[src/rtl/uop_pkg.sv]
// Shared constants and state encoding for the uop replay sequencer.
package uop_pkg;

    localparam int UOP_ADDR_W = 9;
    localparam int UOP_DATA_W = 32;
    localparam int UOP_REP_W  = 8;

    typedef enum logic [1:0] {
        IDLE   = 2'd0,
        FILL   = 2'd1,
        REPLAY = 2'd2,
        DRAIN  = 2'd3
    } uop_state_e;

endpackage

[src/rtl/uop_skid_buf.sv]
// Two-entry FIFO that absorbs the cache read latency; flush beats push/pop.
module uop_skid_buf #(
    parameter int DATA_W = 32
) (
    input  logic              clk,
    input  logic              reset,
    input  logic              flush_i,
    input  logic              push_i,
    input  logic [DATA_W-1:0] data_i,
    input  logic              pop_i,
    output logic [1:0]        count_o,
    output logic [DATA_W-1:0] head_o
);

    logic [DATA_W-1:0] mem_q [2];
    logic              rd_q;
    logic              wr_q;
    logic [1:0]        count_q;
    logic              pop_ok;

    assign pop_ok  = pop_i & (count_q != 2'd0);
    assign count_o = count_q;
    assign head_o  = mem_q[rd_q];

    always_ff @(posedge clk or negedge reset) begin
        if (!reset) begin
            mem_q[0] <= '0;
            mem_q[1] <= '0;
            rd_q     <= 1'b0;
            wr_q     <= 1'b0;
            count_q  <= 2'd0;
        end else if (flush_i) begin
            rd_q    <= 1'b0;
            wr_q    <= 1'b0;
            count_q <= 2'd0;
        end else begin
            if (push_i) begin
                mem_q[wr_q] <= data_i;
                wr_q        <= ~wr_q;
            end
            if (pop_ok) begin
                rd_q <= ~rd_q;
            end
            count_q <= count_q + {1'b0, push_i} - {1'b0, pop_ok};
        end
    end

endmodule

[src/rtl/uop_replay_ctrl.sv]
// Loads a uop program into the cache from the fill stream, then replays it
// cfg_repeat+1 times onto the output stream at up to one uop per cycle.
//
// state  | meaning
// IDLE   | waiting for cfg_start
// FILL   | accepting cfg_len uops, writing them from cfg_base upward
// REPLAY | issuing cache reads in address order, pass by pass
// DRAIN  | all reads issued; emptying skid buffer, then pulse done
module uop_replay_ctrl
    import uop_pkg::*;
#(
    parameter int ADDR_W = UOP_ADDR_W,
    parameter int DATA_W = UOP_DATA_W,
    parameter int REP_W  = UOP_REP_W
) (
    input  logic              clk,
    input  logic              reset,
    input  logic              cfg_start,
    input  logic [ADDR_W-1:0] cfg_base,
    input  logic [ADDR_W-1:0] cfg_len,
    input  logic [REP_W-1:0]  cfg_repeat,
    input  logic              abort,
    input  logic              fill_valid,
    output logic              fill_ready,
    input  logic [DATA_W-1:0] fill_instr,
    output logic              out_valid,
    input  logic              out_ready,
    output logic [DATA_W-1:0] out_instr,
    output logic              busy,
    output logic              done,
    output logic              err,
    output logic              cache_write_enable,
    output logic [ADDR_W-1:0] cache_write_address,
    output logic [DATA_W-1:0] cache_instruction,
    output logic              cache_read_enable,
    output logic [ADDR_W-1:0] cache_read_address,
    input  logic [DATA_W-1:0] cache_out_instruction
);

    localparam logic [ADDR_W-1:0] ONE = ADDR_W'(1);

    uop_state_e        state_q, state_d;
    logic [ADDR_W-1:0] base_q, base_d, len_q, len_d;
    logic [ADDR_W-1:0] wr_ptr_q, wr_ptr_d, wr_cnt_q, wr_cnt_d;
    logic [ADDR_W-1:0] rd_ptr_q, rd_ptr_d, rd_cnt_q, rd_cnt_d;
    logic [REP_W-1:0]  rep_q, rep_d, pass_q, pass_d;
    logic              inflight_q, inflight_d;
    logic              err_q, err_d, done_q, done_d;

    logic [1:0]        skid_count;
    logic              skid_pop;
    logic [2:0]        occupancy;

    // Slots already committed once this cycle's pop and in-flight read settle.
    assign skid_pop  = out_valid & out_ready;
    assign occupancy = {1'b0, skid_count} + {2'b00, inflight_q} - {2'b00, skid_pop};

    assign out_valid = (skid_count != 2'd0);
    assign busy      = (state_q != IDLE);
    assign done      = done_q;
    assign err       = err_q;

    uop_skid_buf #(.DATA_W(DATA_W)) u_skid (
        .clk     (clk),
        .reset   (reset),
        .flush_i (abort),
        .push_i  (inflight_q),
        .data_i  (cache_out_instruction),
        .pop_i   (skid_pop),
        .count_o (skid_count),
        .head_o  (out_instr)
    );

    always_comb begin
        state_d             = state_q;
        base_d              = base_q;
        len_d               = len_q;
        rep_d               = rep_q;
        wr_ptr_d            = wr_ptr_q;
        wr_cnt_d            = wr_cnt_q;
        rd_ptr_d            = rd_ptr_q;
        rd_cnt_d            = rd_cnt_q;
        pass_d              = pass_q;
        inflight_d          = 1'b0;
        err_d               = err_q;
        done_d              = 1'b0;
        fill_ready          = 1'b0;
        cache_write_enable  = 1'b0;
        cache_write_address = wr_ptr_q;
        cache_instruction   = '0;
        cache_read_enable   = 1'b0;
        cache_read_address  = rd_ptr_q;

        if (abort) begin
            state_d = IDLE;
        end else begin
            case (state_q)
                IDLE: begin
                    if (cfg_start) begin
                        if (cfg_len == '0) begin
                            err_d = 1'b1;
                        end else begin
                            err_d    = 1'b0;
                            base_d   = cfg_base;
                            len_d    = cfg_len;
                            rep_d    = cfg_repeat;
                            wr_ptr_d = cfg_base;
                            wr_cnt_d = '0;
                            state_d  = FILL;
                        end
                    end
                end
                FILL: begin
                    fill_ready = 1'b1;
                    if (fill_valid) begin
                        cache_write_enable = 1'b1;
                        cache_instruction  = fill_instr;
                        wr_ptr_d           = wr_ptr_q + ONE;
                        wr_cnt_d           = wr_cnt_q + ONE;
                        if (wr_cnt_q == len_q - ONE) begin
                            rd_ptr_d = base_q;
                            rd_cnt_d = '0;
                            pass_d   = '0;
                            state_d  = REPLAY;
                        end
                    end
                end
                REPLAY: begin
                    if (occupancy < 3'd2) begin
                        cache_read_enable = 1'b1;
                        inflight_d        = 1'b1;
                        if (rd_cnt_q == len_q - ONE) begin
                            rd_ptr_d = base_q;
                            rd_cnt_d = '0;
                            if (pass_q == rep_q) begin
                                state_d = DRAIN;
                            end else begin
                                pass_d = pass_q + 1'b1;
                            end
                        end else begin
                            rd_ptr_d = rd_ptr_q + ONE;
                            rd_cnt_d = rd_cnt_q + ONE;
                        end
                    end
                end
                DRAIN: begin
                    if (skid_count == 2'd0 && !inflight_q) begin
                        done_d  = 1'b1;
                        state_d = IDLE;
                    end
                end
                default: state_d = IDLE;
            endcase
            if (cfg_start && state_q != IDLE) begin
                err_d = 1'b1;
            end
        end
    end

    always_ff @(posedge clk or negedge reset) begin
        if (!reset) begin
            state_q    <= IDLE;
            base_q     <= '0;
            len_q      <= '0;
            rep_q      <= '0;
            wr_ptr_q   <= '0;
            wr_cnt_q   <= '0;
            rd_ptr_q   <= '0;
            rd_cnt_q   <= '0;
            pass_q     <= '0;
            inflight_q <= 1'b0;
            err_q      <= 1'b0;
            done_q     <= 1'b0;
        end else begin
            state_q    <= state_d;
            base_q     <= base_d;
            len_q      <= len_d;
            rep_q      <= rep_d;
            wr_ptr_q   <= wr_ptr_d;
            wr_cnt_q   <= wr_cnt_d;
            rd_ptr_q   <= rd_ptr_d;
            rd_cnt_q   <= rd_cnt_d;
            pass_q     <= pass_d;
            inflight_q <= inflight_d;
            err_q      <= err_d;
            done_q     <= done_d;
        end
    end

endmodule

[config.mk]
export PLATFORM = sky130hd
export DESIGN_NAME = uop_replay_ctrl
export DESIGN_NICKNAME = d
export VERILOG_FILES = /design/src/rtl/uop_pkg.sv /design/src/rtl/uop_skid_buf.sv /design/src/rtl/uop_replay_ctrl.sv
export SDC_FILE = /design/constraint.sdc
export NUM_CORES = 1
export LEC_CHECK = 0
export ABC_AREA = 1
export CAP_MARGIN = 20
export CORE_MARGIN = 2
export CORE_UTILIZATION = 47
export DETAILED_ROUTE_END_ITERATION = 16
export PLACE_DENSITY = 0.75
export REMOVE_ABC_BUFFERS = 1
export SKIP_CTS_REPAIR_TIMING = 1
export SLEW_MARGIN = 40
export SYNTH_ARGS = -nofsm -noshare
export SYNTH_HDL_FRONTEND = slang
export SYNTH_SLANG_ARGS = --single-unit
[constraint.sdc]
create_clock -name clk -period 4.5 [get_ports clk]
set_clock_uncertainty 0.05 [all_clocks]
set_input_delay 0.675 -clock clk [delete_from_list [all_inputs] [get_ports clk]]
set_output_delay 0.675 -clock clk [all_outputs]
set_load 0.01 [all_outputs]
==> metrics.txt <==
status finished clean; worst slew pin tran 750 ps; area delta synth->final 34.0%; area of the die around 18000 um^2; most frequent cells in the layout nand2_1, clkdlybuf4s50_1, dfrtp_1; R2R Path Start u_skid.count_o[1]; via count between 7000 and 8000; Die Wd ~130 um; crit end category output pin; vias in the first global route between 6000 and 7000; Sw Pwr ~2.3 mW; row cnt 47; FF/Latch Area 3580 um^2; Cells after Synth around 1100; Logic pwr share 0.423; hold crit path type in2async; period utilization 0.876; EDFF count, synth 0; Post-synth top flop dfrtp_1; WP data required about 3800 ps; CTS sink cnt ~140; WL/cell around 13 um; largest net degree at the start of global routing 66; area of the multi-input gates 3610 um^2; Slowest-stage cell, CP clkdlybuf4s50_1; largest buffer count on any clock path 2; clock group share of total power 0.245; vias per cell around 5; Avg Cell Area, Syn 7.45 um^2; nets@finish 1347; gpl congestion about 0.84; first-pass GRT wire length 32500 um; synth unique cells 40; drt drc 0; CTS H-tree depth 4; reg-to-reg endpoint cache_read_address[1]; final hold vios 0; gr ovfl total 0; initial DRC count 470; WP data arrival 3220 ps; ANT nets after route 0; Critical Path Start Type input pin; Seq pwr share 0.332; input/output buffers roughly 180; FFs w/ async S/R, synth 1.00; WS Path Type in2out; #FFs+latches synth ~140; CTS tree done; Post-Route WL approximately 19000 um; Final min period between 3000 and 4000 ps; slew margin rel. 0.499; Max Cap Viol 0; pwr/cell area between 500 and 600 nW/um^2; largest stage delay on the critical path between 500 and 600 ps; diode count 0; worst-path fanout max 3; commonest non-fill, non-tap cell in the layout nand2_1; final setup fails 0; leak pwr 5.19 nW; Root Driver clkbuf_16; Clock Pin Slew Worst Setup and Hold Paths about 60 ps; FF-to-FF setup slack roughly 1200 ps; initial antenna violation count 0; Starting Density 0.478; DR pass1 iterations 5; cells on worst reg2reg path 16; sequential area share after synthesis 0.453; worst skew pair latency 430 ps; switching share of power 0.384; Slew Viols, Final 0; Finished Core Util 0.641; critical path cell sequence clkdlybuf4s50_1 -> nand2_1 -> inv_1 -> ha_1 -> inv_1 -> ha_1 -> fa_1 -> nor4_1 -> buf_4 -> clkdlybuf4s50_1; Ports roughly 190; cts bufs inserted 17; Setup Total Neg Slack 0 ps; Int Power about 3.7 mW; Peak VDD IR about 0.00031 V; Layout fillers approximately 1400; chip height 134 um; post-synth design cell area 7900 um^2; layout cell share with drive strength beyond 1 0.0681; DP HPWL 13900 um; Warnings, synthesis 0; Core ar. 16500 um^2; RSZ-0062 raised after global routing false; f_max 254 MHz; Total GRT Usage 0.227
[per-stage QoR]
step,cell area (um^2),hold slack [ps],std cells,power [mW],setup slack [ps]
5_1_grt,10600,148,1468,6.49,321
3_3_place_gp,9930,408,1435,4.52,556
3_5_place_dp,9960,409,1436,4.58,583
6_report,10600,120,1468,6.04,559
4_1_cts,10600,133,1468,6.08,542
2_1_floorplan,7710,329,1019,3.48,1010
[sequential cells by signal (all words and copies together), names as in the netlist, 2 cells and up]
register and cells:
u_skid.mem_q 64, base_q 9, cache_read_address 9, cache_write_address 9, len_q 9, rd_cnt_q 9
wr_cnt_q 9, pass_q 8, rep_q 8, state_q 2, u_skid.count_o 2
[cells by family after synthesis]
group	count (synthesis)	share of synthesized area
and+or+nand+nor	549	0.294
buffers and inverters	181	0.0911
DFF	143	0.453
AOI/OAI and AO/OA	135	0.0958
xor gates and xnor gates	36	0.0399
adders and majority gates	16	0.0263
[cell type report]
type                            instances  area share
Clock buffer                           19      0.0428
Clock inverter                         13      0.0164
Inverter                              140      0.0500
Multi-Input combinational cell        736       0.341
Sequential cell                       143       0.338
Tap cell                              220      0.0260
Timing Repair Buffer                  197       0.186
[worst max-delay path: cells and delay by family]
kind	cells	cell delay, ps
buffers and inverters	5	1240
and+or+nand+nor	2	400
adders and majority gates	3	900
[power groups by stage]
stage	clock network (mW)	registers [mW]	logic, mW
2_1_floorplan	0	2.01	1.47
4_1_cts	1.50	2.00	2.58
5_1_grt	1.56	2.06	2.87
3_3_place_gp	0	2.01	2.51
6_report	1.48	2.00	2.56
3_5_place_dp	0	2.02	2.56
[synth_stat cells (3+ instances only)]
cell / instances / area share
a21oi_1: 15 / 0.0095
buf_2: 3 / 0.0019
buf_6: 4 / 0.0057
clkbuf_1: 33 / 0.016
clkinv_1: 4 / 0.0019
dfrtp_1: 143 / 0.45
ha_1: 15 / 0.024
inv_1: 133 / 0.063
nand2_1: 344 / 0.16
nand2_2: 10 / 0.0079
nand3_1: 69 / 0.044
nand3b_1: 5 / 0.0048
nand4_1: 13 / 0.010
nor2_1: 80 / 0.038
nor2_2: 6 / 0.0048
nor3_1: 8 / 0.0051
nor3b_1: 4 / 0.0038
nor4_1: 4 / 0.0032
o21ai_0: 99 / 0.063
o21ai_2: 9 / 0.010
o31ai_1: 4 / 0.0038
xnor2_1: 11 / 0.012
xor2_1: 25 / 0.028
[layer usage]
| metal | global-route usage | vias up | part of all wire |
|---|---|---|---|
| li1 | - | 3666 | - |
| met1 | 0.306 | 3312 | 0.44 |
| met2 | 0.371 | 218 | 0.49 |
| met3 | 0.0521 | 18 | 0.059 |
| met4 | 0.0573 | 0 | 0.012 |
| met5 | 0 | - | 0 |
[worst max path at each step]
stage | startpoint | to | depth (start not counted)
after detailed placement | out_ready | cache_read_enable | 10
after global placement | out_ready | cache_read_enable | 10
after global routing | u_skid.count_o[1] | cache_read_enable | 11
after floorplan | out_ready | rd_cnt_q[1] | 13
final | out_ready | cache_read_enable | 10
after CTS | out_ready | cache_read_enable | 10
(Power assumes the default switching activity.)
==> RTL edit: new RTL, same flow settings <==
Reset style: synchronous (`reset`), changed in 2 clocked blocks.
--- a/src/rtl/uop_skid_buf.sv
+++ b/src/rtl/uop_skid_buf.sv
@@ -22,7 +22,7 @@
     assign count_o = count_q;
     assign head_o  = mem_q[rd_q];
 
-    always_ff @(posedge clk or negedge reset) begin
+    always_ff @(posedge clk) begin
         if (!reset) begin
             mem_q[0] <= '0;
             mem_q[1] <= '0;
--- a/src/rtl/uop_replay_ctrl.sv
+++ b/src/rtl/uop_replay_ctrl.sv
@@ -157,7 +157,7 @@
         end
     end
 
-    always_ff @(posedge clk or negedge reset) begin
+    always_ff @(posedge clk) begin
         if (!reset) begin
             state_q    <= IDLE;
             base_q     <= '0;
Formal check against the unedited RTL: differs if reset is asserted again (counterexample within 4 cycles, from zero or initial values and one cycle with reset low); with reset held inactive, the same outputs for 4 cycles.
==> RTL edit against the unedited design <==
Setup slack improved by 0.039 ns. Synthesized area down 4.5%. Critical path type unchanged. Via count is 5.7% lower. Critical path depth is 1 higher. Design area fell by 4.0%. Non-clock buffer count down 1. Sequential cell count is 1 higher. Wire length grew 0.27%. Core utilization is 0.37 points higher. Count of clock-buffer cells in the layout decreased by 1.
Power is not compared: it rests on default switching activity, and its combinational part moved more than twofold at a synthesized area within 25%.
==> RTL edit: results (changes against the unedited design) <==
- CP Max Fanout: 4 (+1)
- Post-synth EDFFs: 64 (+64)
- Share of cells above drive strength 1: 8.48% (+1.7 points)
- Top post-synthesis cells by area: edfxtp_1 25%, dfxtp_1 21%, nor2_1 9.6%
- Routed vias: 6,804 (-5.7%)
- Final net count: 1,242 (-7.8%)
- Hold Startpoint: u_skid.rd_q
- GRT Total Usage: 22.4% (-0.26 points)
- Critical path origin: out_ready
- Filler instances: 1,389 (-2.0%)
- Relative max-transition margin: 62.7% (+13 points)
- Leakage power: 0.00414 uW
- Sequential fraction of the synthesis area: 46.7% (+1.4 points)
- Dominant synthesized flop cell: dfxtp_1
- Largest net degree at the start of global routing: 40 (-39%)
- Number of global-route vias before repair: 6,208 (-8.0%)
- DR WL/cell: 14.3 um (+8.2%)
- GPL Wtd Cong: 0.848 (+1.0%)
- Metal-1 WL: 8790 um (+3.6%)
- Biggest register: u_skid.mem_q
- Worst r2r src: u_skid.count_o[1]
- Number of flip-flops in the largest register: 64 (unchanged)
- Bufs on Longest Clock Path: 2 (unchanged)
- Hold Crit Class: reg2reg
- Status: completed
- Top cells by instance count after synthesis: 193 x nor2_1, 152 x nand2_1, 116 x inv_1, 80 x dfxtp_1, 64 x edfxtp_1
- FFs w/ async S/R, synth: 0% (-100 points)
- HPWL after detailed placement: 13,600 um (-2.1%)
- Starting DRT DRC Count: 480 (+2.1%)
- Global-route wire length before repair: 29,900 um (-8.1%)
- Met2 Wirelength: 9100 um (-4.5%)
- CTS Buf Count: 17 (unchanged)
- Netlist cell types: 37 (-7.5%)
- Worst EP arrival: 3.18 ns (-0.04 ns)
- Worst IR drop on VDD: 0.292 mV
- Routed wl met3: 1270 um (+11%)
- Crit-path max cell delay: 0.55 ns
RTL edit: cell count changes after synthesis, moves of 38 or more:
cell,delta
dfxtp_1,+80
nor2_1,+113
o21ai_0,-44
a21oi_1,+38
edfxtp_1,+64
dfrtp_1,-143
nand2_1,-192
RTL edit: power by group:
group / leakage (uW) / internal, uW / switching (uW) / total (uW)
Sequential: 0.00131 / 1420 / 44.3 / 1470
Clock: 0.000270 / 812 / 552 / 1360
Combinational: 0.00256 / 248 / 315 / 563
Total: 0.00414 / 2480 / 912 / 3400
RTL edit: path summary, 6_finish.rpt:
check / to / slack, ns / cells past startpoint
worst min-delay path: u_skid.rd_q / 0.42 / 1
worst max register to register: cache_read_address[8] / 1.46 / 14
worst max-delay path: cache_read_enable / 0.60 / 11
worst min register to register: u_skid.rd_q / 0.42 / 1
RTL edit: metrics by stage:
step | setup WS (ns) | instances | cell area [sq um]
floorplan | 1.11 | 916 | 7380
global placement | 0.630 | 1328 | 9590
detailed placement | 0.598 | 1328 | 9590
CTS | 0.577 | 1360 | 10200
global route | 0.351 | 1360 | 10200
finish | 0.598 | 1360 | 10200
RTL edit: final cells by class:
cell class / instances / area [sq um] / share of cell area [%]
flip-flops and latches: 144 / 3520 / 34.7
multi-input cells: 649 / 3400 / 33.4
repair buffers: 196 / 1930 / 19.0
inverters: 123 / 468 / 4.61
clock buffers: 18 / 429 / 4.22
well taps: 216 / 270 / 2.66
clock inverters: 14 / 143 / 1.40
RTL edit: logic make-up after synthesis:
| group | share of synthesized area (%) |
|---|---|
| AO/OA/AOI/OAI | 8.31 |
| XOR/XNOR | 4.41 |
| adder cells (fa/ha/maj) | 2.59 |
| buffers and inverters | 8.30 |
| flip-flops | 46.7 |
| multiplexers | 4.78 |
| AND/OR/NAND/NOR | 24.9 |
RTL edit: routing by layer:
layer	track usage, %	up-vias
li1	-	3426
met5	0	-
met2	37.1	192
met4	7.32	0
met3	5.74	17
met1	28.8	3169
RTL edit: worst max-delay path, delay by kind of cell:
| kind | cells | cell delay (ns) |
|---|---|---|
| buffers and inverters | 4 | 1.20 |
| AND/OR/NAND/NOR | 4 | 0.50 |
| adder cells (fa/ha/maj) | 3 | 0.82 |
